`src/rtl/ring_pkg.sv`:
```
// Shared types and helpers for the ring-counter receive path.
package ring_pkg;

  typedef enum logic [1:0] {
    SEARCH,
    TRACK,
    LOCKED
  } ring_state_t;

  localparam int DEF_WIDTH  = 4;
  localparam int DEF_LOCK_N = 2;

  // Position that should follow cur when the source advances by one step.
  function automatic int unsigned next_idx(input int unsigned cur, input int unsigned width);
    return (cur + 1 >= width) ? 0 : cur + 1;
  endfunction

endpackage

```
`src/rtl/ring_decoder_if.sv`:
```
// Word input and status outputs of the ring decoder, grouped as one bus.
interface ring_decoder_if #(
  parameter int WIDTH = 4,
  parameter int ERR_W = 8,
  parameter int ROT_W = 8
);
  localparam int IW = $clog2(WIDTH);

  logic [WIDTH-1:0] d;
  logic             dv;
  logic [IW-1:0]    idx;
  logic             idx_v;
  logic             legal;
  logic             locked;
  logic             step_err;
  logic [ERR_W-1:0] err_cnt;
  logic [ROT_W-1:0] rot_cnt;

  modport master (
    output d, dv,
    input  idx, idx_v, legal, locked, step_err, err_cnt, rot_cnt
  );

  modport slave (
    input  d, dv,
    output idx, idx_v, legal, locked, step_err, err_cnt, rot_cnt
  );
endinterface

```
`src/rtl/ring_onehot_dec.sv`:
```
// Combinational one-hot to position decoder; the MSB is position 0.
module ring_onehot_dec #(
  parameter int WIDTH = 4,
  parameter int IW    = $clog2(WIDTH)
) (
  input  logic [WIDTH-1:0] d,
  output logic [IW-1:0]    idx,
  output logic             legal
);
  localparam int CW = $clog2(WIDTH + 1);

  logic [CW-1:0] ones;
  logic          found;

  // Priority pick of the lowest position, alongside a popcount for legality.
  always_comb begin
    ones  = '0;
    found = 1'b0;
    idx   = '0;
    for (int i = 0; i < WIDTH; i++) begin
      if (d[WIDTH-1-i]) begin
        ones = ones + CW'(1);
        if (!found) begin
          idx   = IW'(i);
          found = 1'b1;
        end
      end
    end
    legal = (ones == CW'(1));
  end

endmodule

```
`src/rtl/ring_decoder.sv`:
```
// Ring-counter receiver: decodes position, locks onto a rotating sequence,
// counts rotations and flags out-of-sequence or illegal words.
module ring_decoder
  import ring_pkg::*;
#(
  parameter int WIDTH  = DEF_WIDTH,
  parameter int LOCK_N = DEF_LOCK_N,
  parameter int ERR_W  = 8,
  parameter int ROT_W  = 8
) (
  input logic     c,
  input logic     r,
  ring_decoder_if.slave bus
);
  localparam int IW = $clog2(WIDTH);
  localparam int RW = $clog2(LOCK_N + 1);

  ring_state_t   state;
  logic [RW-1:0] run;
  logic [IW-1:0] prev;

  logic [IW-1:0] dec_idx;
  logic          dec_legal;
  logic          in_step;
  logic          wrap;

  ring_onehot_dec #(.WIDTH(WIDTH), .IW(IW)) u_dec (
    .d     (bus.d),
    .idx   (dec_idx),
    .legal (dec_legal)
  );

  assign in_step = dec_legal && (dec_idx == IW'(next_idx(32'(prev), WIDTH)));
  assign wrap    = (prev == IW'(WIDTH - 1));

  // Single state machine; every output is registered here and only moves on dv.
  always_ff @(posedge c) begin
    if (r) begin
      state        <= SEARCH;
      run          <= '0;
      prev         <= '0;
      bus.idx      <= '0;
      bus.idx_v    <= 1'b0;
      bus.legal    <= 1'b0;
      bus.locked   <= 1'b0;
      bus.step_err <= 1'b0;
      bus.err_cnt  <= '0;
      bus.rot_cnt  <= '0;
    end else begin
      bus.idx_v    <= 1'b0;
      bus.step_err <= 1'b0;
      if (bus.dv) begin
        bus.legal <= dec_legal;
        bus.idx_v <= dec_legal;
        if (dec_legal) begin
          bus.idx <= dec_idx;
          prev    <= dec_idx;
        end
        unique case (state)
          SEARCH: begin
            if (dec_legal) begin
              state <= TRACK;
              run   <= '0;
            end
          end
          TRACK: begin
            if (!dec_legal) begin
              state <= SEARCH;
            end else if (in_step) begin
              run <= run + RW'(1);
              if (int'(run) + 1 == LOCK_N) begin
                state      <= LOCKED;
                bus.locked <= 1'b1;
              end
            end else begin
              run <= '0;
            end
          end
          LOCKED: begin
            if (in_step) begin
              if (wrap) bus.rot_cnt <= bus.rot_cnt + ROT_W'(1);
            end else begin
              state        <= SEARCH;
              bus.locked   <= 1'b0;
              bus.step_err <= 1'b1;
              if (bus.err_cnt != '1) bus.err_cnt <= bus.err_cnt + ERR_W'(1);
            end
          end
          default: state <= SEARCH;
        endcase
      end
    end
  end

endmodule

```
`src/flat_wrapper.sv`:
```
// flat-port wrapper written by rule: the top's interface ports become plain ports
module ring_decoder_flat import ring_pkg::*;
#(
  parameter int WIDTH  = DEF_WIDTH,
  parameter int LOCK_N = DEF_LOCK_N,
  parameter int ERR_W  = 8,
  parameter int ROT_W  = 8
)
  (c, r, bus_d, bus_dv, bus_idx, bus_idx_v, bus_legal, bus_locked, bus_step_err, bus_err_cnt, bus_rot_cnt);
  ring_decoder_if #(.WIDTH(WIDTH), .ERR_W(ERR_W), .ROT_W(ROT_W)) bus_i ();
  input logic c;
  input logic r;
  input wire logic [$bits(bus_i.d)-1:0] bus_d;
  input wire logic [$bits(bus_i.dv)-1:0] bus_dv;
  output wire logic [$bits(bus_i.idx)-1:0] bus_idx;
  output wire logic [$bits(bus_i.idx_v)-1:0] bus_idx_v;
  output wire logic [$bits(bus_i.legal)-1:0] bus_legal;
  output wire logic [$bits(bus_i.locked)-1:0] bus_locked;
  output wire logic [$bits(bus_i.step_err)-1:0] bus_step_err;
  output wire logic [$bits(bus_i.err_cnt)-1:0] bus_err_cnt;
  output wire logic [$bits(bus_i.rot_cnt)-1:0] bus_rot_cnt;
  assign bus_i.d = bus_d;
  assign bus_i.dv = bus_dv;
  assign bus_idx = bus_i.idx;
  assign bus_idx_v = bus_i.idx_v;
  assign bus_legal = bus_i.legal;
  assign bus_locked = bus_i.locked;
  assign bus_step_err = bus_i.step_err;
  assign bus_err_cnt = bus_i.err_cnt;
  assign bus_rot_cnt = bus_i.rot_cnt;
  ring_decoder #(.WIDTH(WIDTH), .LOCK_N(LOCK_N), .ERR_W(ERR_W), .ROT_W(ROT_W)) u_core (.c(c), .r(r), .bus(bus_i));
endmodule
```
`config.mk`:
```
export PLATFORM = sky130hd
export DESIGN_NAME = ring_decoder_flat
export DESIGN_NICKNAME = d
export VERILOG_FILES = /design/src/rtl/ring_pkg.sv /design/src/rtl/ring_decoder_if.sv /design/src/rtl/ring_onehot_dec.sv /design/src/rtl/ring_decoder.sv /design/src/flat_wrapper.sv
export SDC_FILE = /design/constraint.sdc
export NUM_CORES = 1
export LEC_CHECK = 0
export CAP_MARGIN = 0
export CELL_PAD_IN_SITES_DETAIL_PLACEMENT = 2
export CELL_PAD_IN_SITES_GLOBAL_PLACEMENT = 2
export CORE_ASPECT_RATIO = 1.1
export CORE_MARGIN = 3
export CORE_UTILIZATION = 33
export CTS_BUF_LIST = sky130_fd_sc_hd__clkbuf_8
export DETAILED_ROUTE_END_ITERATION = 8
export GPL_TIMING_DRIVEN = 0
export MAX_ROUTING_LAYER = met4
export PLACE_DENSITY = 0.84
export RECOVER_POWER = 100
export SYNTH_ARGS = -nofsm -noshare
export SYNTH_HDL_FRONTEND = slang
export SYNTH_SLANG_ARGS = --single-unit
```
`constraint.sdc`:
```
create_clock -name c -period 5.4 [get_ports c]
set_clock_uncertainty 0.05 [all_clocks]
set_input_delay 1.35 -clock c [delete_from_list [all_inputs] [get_ports c]]
set_output_delay 1.35 -clock c [all_outputs]
set_load 0.02 [all_outputs]
```
## Word level (Yosys, flattened, before mapping)

Index checks and enable logic that the tools add are counted.

| storage, ports and cells | value |
|---|---|
| input bits | 7 |
| output and inout bits | 22 |
| register bits after elaboration | 26 |
| word-level logic and storage cells | 77 |

| operators by class | value |
|---|---|
| bitwise gates (word level) | 3 |
| $add $sub $neg | 8 |
| mux-type cells | 30 |
| reduce and logical (&&, ||, !) cells | 12 |
| $lt $le $gt $ge | 1 |
| equality and inequality tests | 14 |

Operator list:

| cell | count |
|---|---|
| 32-bit by 3-bit == test with 1-bit output, second input constant | 1 |
| 2-bit 2-to-1 mux | 13 |
| 8-bit by 1-bit adder with 8-bit output, second input constant | 2 |
| 4-bit AND reduction | 3 |
| 1-bit 2-to-1 mux | 11 |
| 3-bit 2-to-1 mux | 3 |
| 2-bit by 1-bit inequality test with 1-bit output, second input constant | 4 |
| 8-bit inequality test, second input constant | 1 |
| 2-bit by 1-bit adder with 3-bit output, second input constant | 2 |
| 3-bit by 1-bit adder with 3-bit output, second input constant | 2 |
| 3-bit inequality test, second input constant | 2 |
| 2-bit one-hot mux with 3 select lines | 1 |
| 6-bit AND reduction | 1 |
| 5-bit AND reduction | 1 |
| 2-bit == test, second input constant | 2 |
| 2-bit one-hot mux with 2 select lines | 1 |
| 2-bit nonzero test | 2 |
| 3-bit by 1-bit == test with 1-bit output, second input constant | 1 |
| 3-bit >= comparator, second input constant | 1 |
| 1-bit inverter | 3 |
| 3-bit OR reduction | 1 |
| 1-bit by 1-bit adder with 2-bit output, second input constant | 1 |
| 2-bit by 1-bit adder with 2-bit output, second input constant | 1 |
| 2-bit by 1-bit == test with 1-bit output, second input constant | 1 |
| 7 further kinds | 7 |

## Logic depth before layout (Yosys ltp)

| depth | value |
|---|---|
| depth in word-level cells | 12 |
| mapped depth | 11 |
| gate-level depth less buffers | 10 |

## Modules after synthesis

From an unflattened synthesis, not the netlist that was laid out.

| unflattened totals | value |
|---|---|
| cell total of the unflattened synthesis | 171 |
| area, all modules | 1,529.0 µm² |

Modules (own cells, without submodules):

| module | seq. area each (µm²) | times used | area each (µm²) | cells an instance |
|---|---|---|---|---|
| ring_decoder | 520.5 | 1 | 1,380.1 | 152 |
| ring_onehot_dec | 0.0 | 1 | 148.9 | 19 |

## Worst setup path before layout

OpenSTA, ideal clock, no wires.

| timing | value |
|---|---|
| kind | in2reg |
| from | in bus_d[3] |
| to | reg u_core.run[1] |
| path buffers | 0 |
| setup time | 70 ps |
| slack | 1,739 ps |
| data required time | 5,280 ps |
| cell stages on the path | 9 |
| arrival | 3,540 ps |
| path through | inv_1 ha_1 xor2_1 ha_1 o311ai_2 nand3_4 or2_1 or4_1 a21oi_1 |

| on the way | value |
|---|---|
| longest elaborated chain between the ends | 12 |
| elaborated cells between the ends (all ways) | 25 |
| classes of those cells | 3 x add/sub; 4 x eq/ne; 16 x mux; 2 x reduce/logical |

Ends and longest elaborated chain:

| element | line | source |
|---|---|---|
| start, declared | flat_wrapper.sv:13 | `input wire logic [$bits(bus_i.d)-1:0] bus_d;` |
| 1-bit 2-to-1 mux | ring_onehot_dec.sv:21 | `if (d[WIDTH-1-i]) begin` |
| 1-bit by 1-bit adder with 2-bit output or 1-bit 2-to-1 mux (tied branches) | ring_onehot_dec.sv:22, ring_onehot_dec.sv:23 |  |
| 3-bit 2-to-1 mux or 1-bit 2-to-1 mux (tied branches) | ring_onehot_dec.sv:21 |  |
| 3-bit by 1-bit adder with 3-bit output or 2-bit 2-to-1 mux (tied branches) | ring_onehot_dec.sv:22, ring_onehot_dec.sv:23 |  |
| 3-bit 2-to-1 mux or 2-bit 2-to-1 mux (tied branches) | ring_onehot_dec.sv:21 |  |
| 3-bit by 1-bit adder with 3-bit output or 2-bit 2-to-1 mux (tied branches) | ring_onehot_dec.sv:22, ring_onehot_dec.sv:23 |  |
| 3-bit 2-to-1 mux or 2-bit 2-to-1 mux (tied branches) | ring_onehot_dec.sv:21 |  |
| 3-bit by 1-bit == test with 1-bit output or 2-bit == test (tied branches) | ring_onehot_dec.sv:29, ring_decoder.sv:33 |  |
| 1-bit logical AND | ring_decoder.sv:33 | `assign in_step = dec_legal && (dec_idx == IW'(next_idx(32'(prev), WIDTH)));` |
| 2-bit 2-to-1 mux | ring_decoder.sv:69 | `end else if (in_step) begin` |
| 2-bit 2-to-1 mux | ring_decoder.sv:67 | `if (!dec_legal) begin` |
| 2-bit one-hot mux with 2 select lines | ring_decoder.sv:59 | `unique case (state)` |
| end signal, assigned | ring_decoder.sv:70 | `run <= run + RW'(1);` |
| end, declared | ring_decoder.sv:19 | `logic [RW-1:0] run;` |

Parallel ways exist; a longest one is shown, timed or not. The select of a mux whose other input is x is not followed.
A chain may end at the register's enable or synchronous reset.

## Worst setup path after layout

| timing | value |
|---|---|
| from | in bus_d[2] |
| to | reg u_core.bus.err_cnt[1] |

| on the way | value |
|---|---|
| longest elaborated chain between the ends | 9 |
| elaborated cells between the ends (all ways) | 17 |
| classes of those cells | 2 x add/sub; 2 x eq/ne; 10 x mux; 1 x bitwise; 2 x reduce/logical |

Ends and longest elaborated chain:

| element | line | source |
|---|---|---|
| 3-bit 2-to-1 mux or 1-bit 2-to-1 mux (tied branches) | ring_onehot_dec.sv:21 |  |
| 3-bit by 1-bit adder with 3-bit output or 2-bit 2-to-1 mux (tied branches) | ring_onehot_dec.sv:22, ring_onehot_dec.sv:23 |  |
| 3-bit 2-to-1 mux or 2-bit 2-to-1 mux (tied branches) | ring_onehot_dec.sv:21 |  |
| 3-bit by 1-bit adder with 3-bit output or 2-bit 2-to-1 mux (tied branches) | ring_onehot_dec.sv:22, ring_onehot_dec.sv:23 |  |
| 3-bit 2-to-1 mux or 2-bit 2-to-1 mux (tied branches) | ring_onehot_dec.sv:21 |  |
| 3-bit by 1-bit == test with 1-bit output or 2-bit == test (tied branches) | ring_onehot_dec.sv:29, ring_decoder.sv:33 |  |
| 1-bit logical AND (*) | ring_decoder.sv:33 |  |
| 1-bit inverter (no line) (*) | - |  |
| 4-bit AND reduction (no line) (*) | - |  |
| end signal, assigned | ring_decoder.sv:86 | `if (bus.err_cnt != '1) bus.err_cnt <= bus.err_cnt + ERR_W'(1);` |
| end, declared | ring_decoder_if.sv:26 | `output idx, idx_v, legal, locked, step_err, err_cnt, rot_cnt` |

Mark *: on every way between the ends. The rest lies on a longest branch, timed or not.

==> metrics.txt <==
worst r2r dst u_core.bus.err_cnt[1]; peak supply drop 0.0995 mV; Hold Crit Start u_core.run[1]; Largest stage delay, worst path 0.71 ns; CTS tree done; drt wl/cell between 15 and 20 um; status completed; Mapped Cells 164; most frequent CP cell ha_1; largest net degree at the start of global routing 15; fin crit period between 4 and 5 ns; Synth Warn # 0; r2r setup slk between 2 and 3 ns; layout cell share with drive strength beyond 1 0.0515; drt drc 0; r2r worst-path depth 7; Seq/Total Area, Yosys 0.368; H-Tree Depth 1; Buf+Inv Stages, Crit Path 3; diode count 0; final net count approximately 210; antenna violations before repair 0; initial drt markers 42; vias in the first global route between 1,000 and 1,500; Post-CTS Hold Buffers 0; WP data arrival roughly 4.8 ns; chip height between 70 and 80 um; Crit path max-delay family compound AO/OA/AOI/OAI gates; CP Data Required Time 5.50 ns; Final ANT Viol Nets 0; worst hold path type flop to flop; Max Slew Vio Count 0; post-DP HPWL a little over 3000 um; post-route setup TNS 0 ns; worst hold endpoint u_core.run[1]; async set-reset flop share out of synthesis 0; RSZ-0062 raised after global routing false; Die W roughly 68 um; Worst Path Max Fanout 10; Synth Register Bits 26; worst rel slew slack 0.468; GRT Total Usage 0.174; crit path kind primary input to flop; Post-Syn Nets 181; WL met3 104 um; WL met1 1660 um; first-pass GRT wire length about 6600 um; non-filler cells, final roughly 250; Final setup viols 0; Total Wirelength approximately 3900 um; post-DR vias/cell ~5.4; clk_lat worst skew between 0.2 and 0.3 ns; Initial Util 0.348; # placed instances ~240; Critical Path Slowest Stage Cell o311ai_0; Post-CTS Setup Inserts 0; die area ~5100 um2; critical path depth 11; Design Area, Final 1780 um2; gpl congestion around 0.79; clock buffer depth 2; Slew @ Worst Pin just under 0.8 ns; Reg clk slew, reported paths around 0.09 ns; # resized after CTS 0; CP Launch Type primary input; EDFF count, synth 0; Hold Crit Depth 2; Final Hold Fails 0; Final period util 0.863; critical-path cell list clkdlybuf4s50_1 > inv_1 > ha_1 > xor2_1 > ha_1 > o311ai_0 > o21ai_1 > o21ai_0 > buf_2 > mux2i_1 > nor2_1; Root Buffer clkbuf_8; routed length on met2 2090 um; Area growth, synth to finish 26.3%; FMAX roughly 0.21 GHz; max_cap viols 0; Lkg Pwr approximately 0.71 nW; Vias approximately 1,300; remaining global-route overflow 0; Pre-antenna DRT Iters 4; # port buffers 26; Avg Inst Size Synth ~8.6 um2; worst r2r src u_core.prev[0]; fin util 0.440; FP Rows 24; core area ~4100 um2; count of different cell masters after synthesis 39; total clock sinks 26; Mapped Area roughly 1400 um2; P per Cell Area 204 nW/um2; total CTS buffers 3; main flop type after synthesis dfxtp_1; Cell Area, Placed around 1700 um2; Ports 29; top layer reached by signal wires met4; Setup crit end kind flop
[placed cells by master (no fill, tap or decap), types with 5 or more instances in the layout]
| cell type | Yosys | routed |
|---|---|---|
| nand3_1 | 8 | 8 |
| nor2_1 | 18 | 18 |
| nand2_1 | 9 | 9 |
| a21oi_1 | 14 | 14 |
| o21ai_0 | 10 | 10 |
| ha_1 | 10 | 10 |
| inv_1 | 7 | 7 |
| dlygate4sd3_1 | 0 | 22 |
| dfxtp_1 | 26 | 26 |
| or3_1 | 5 | 5 |
| xnor2_1 | 6 | 6 |
[cell usage after synthesis, types with 2 or more instances]
master / number / area (um2)
a21oi_1: 14 / 70.1
and3_1: 4 / 25.0
buf_2: 2 / 10.0
clkbuf_1: 2 / 7.51
dfxtp_1: 26 / 521
ha_1: 10 / 125
inv_1: 7 / 26.3
mux2i_1: 4 / 40.0
nand2_1: 9 / 33.8
nand3_1: 8 / 40.0
nand3b_1: 4 / 30.0
nor2_1: 18 / 67.6
nor3_1: 3 / 15.0
nor4_1: 3 / 18.8
o21ai_0: 10 / 50.1
o31ai_1: 4 / 30.0
or3_1: 5 / 31.3
or4_1: 4 / 30.0
xnor2_1: 6 / 52.6
xor2_1: 2 / 17.5
[cell families (layout without fill, tap and decap cells)]
group,count (synthesis),count (layout),share of synthesized area
AND/OR/NAND/NOR,66,66,0.262
multiplexers,4,4,0.0283
flip-flops,26,26,0.368
XOR/XNOR,8,8,0.0496
buffers and inverters,13,43,0.0416
AO/OA/AOI/OAI,37,37,0.161
adder cells (fa/ha/maj),10,10,0.0886
[sequential cells by signal (all words and copies together), names as in the netlist]
signal and flops:
u_core.bus.legal 1, u_core.bus.err_cnt 8, u_core.bus.step_err 1, u_core.state 2, u_core.run 2, u_core.bus.idx_v 1, u_core.bus.rot_cnt 8, u_core.bus.locked 1
u_core.prev 2
[worst min-delay path, stage by stage, from the launching register on]
cell     delay (ns)
dfxtp_1        0.32
nand2_1        0.05
a21oi_1        0.05
[worst max path at each step]
stage	start	end	slack (ns)
after floorplan	bus_d[3]	u_core.run[1]	1.74
after global placement	bus_d[2]	u_core.bus.err_cnt[1]	0.95
after detailed placement	bus_d[2]	u_core.bus.err_cnt[1]	0.71
after CTS	bus_d[2]	u_core.bus.err_cnt[1]	1.00
after global routing	bus_d[2]	u_core.bus.err_cnt[1]	0.43
final	bus_d[2]	u_core.bus.err_cnt[1]	0.74
[cell type report]
type | instances | area (um2)
fill | 458 | 2270
multi-input combinational | 125 | 826
sequential | 26 | 520
timing repair buffer | 26 | 260
tap | 52 | 65.1
clock buffer | 4 | 55.1
buffer | 6 | 31.3
inverter | 7 | 26.3
[stage by stage]
step           hold WS [ns]  setup WS (ns)  power [mW]
4_1_cts               0.419           1.00       0.373
5_1_grt               0.461          0.429       0.382
3_5_place_dp          0.406          0.710       0.244
6_report              0.413          0.741       0.364
2_1_floorplan         0.382           1.74       0.228
3_3_place_gp          0.392          0.947       0.241
[per-layer routing]
metal,track usage,vias to the layer above
met1,0.192,650
met5,-,-
li1,-,645
met4,0.0662,0
met3,0.0194,4
met2,0.316,22
[report_power, final]
group	switching [mW]	internal (mW)
clock	0.0620	0.0652
combinational	0.0258	0.0161
sequential	0.00134	0.193
(Power assumes the default switching activity.)
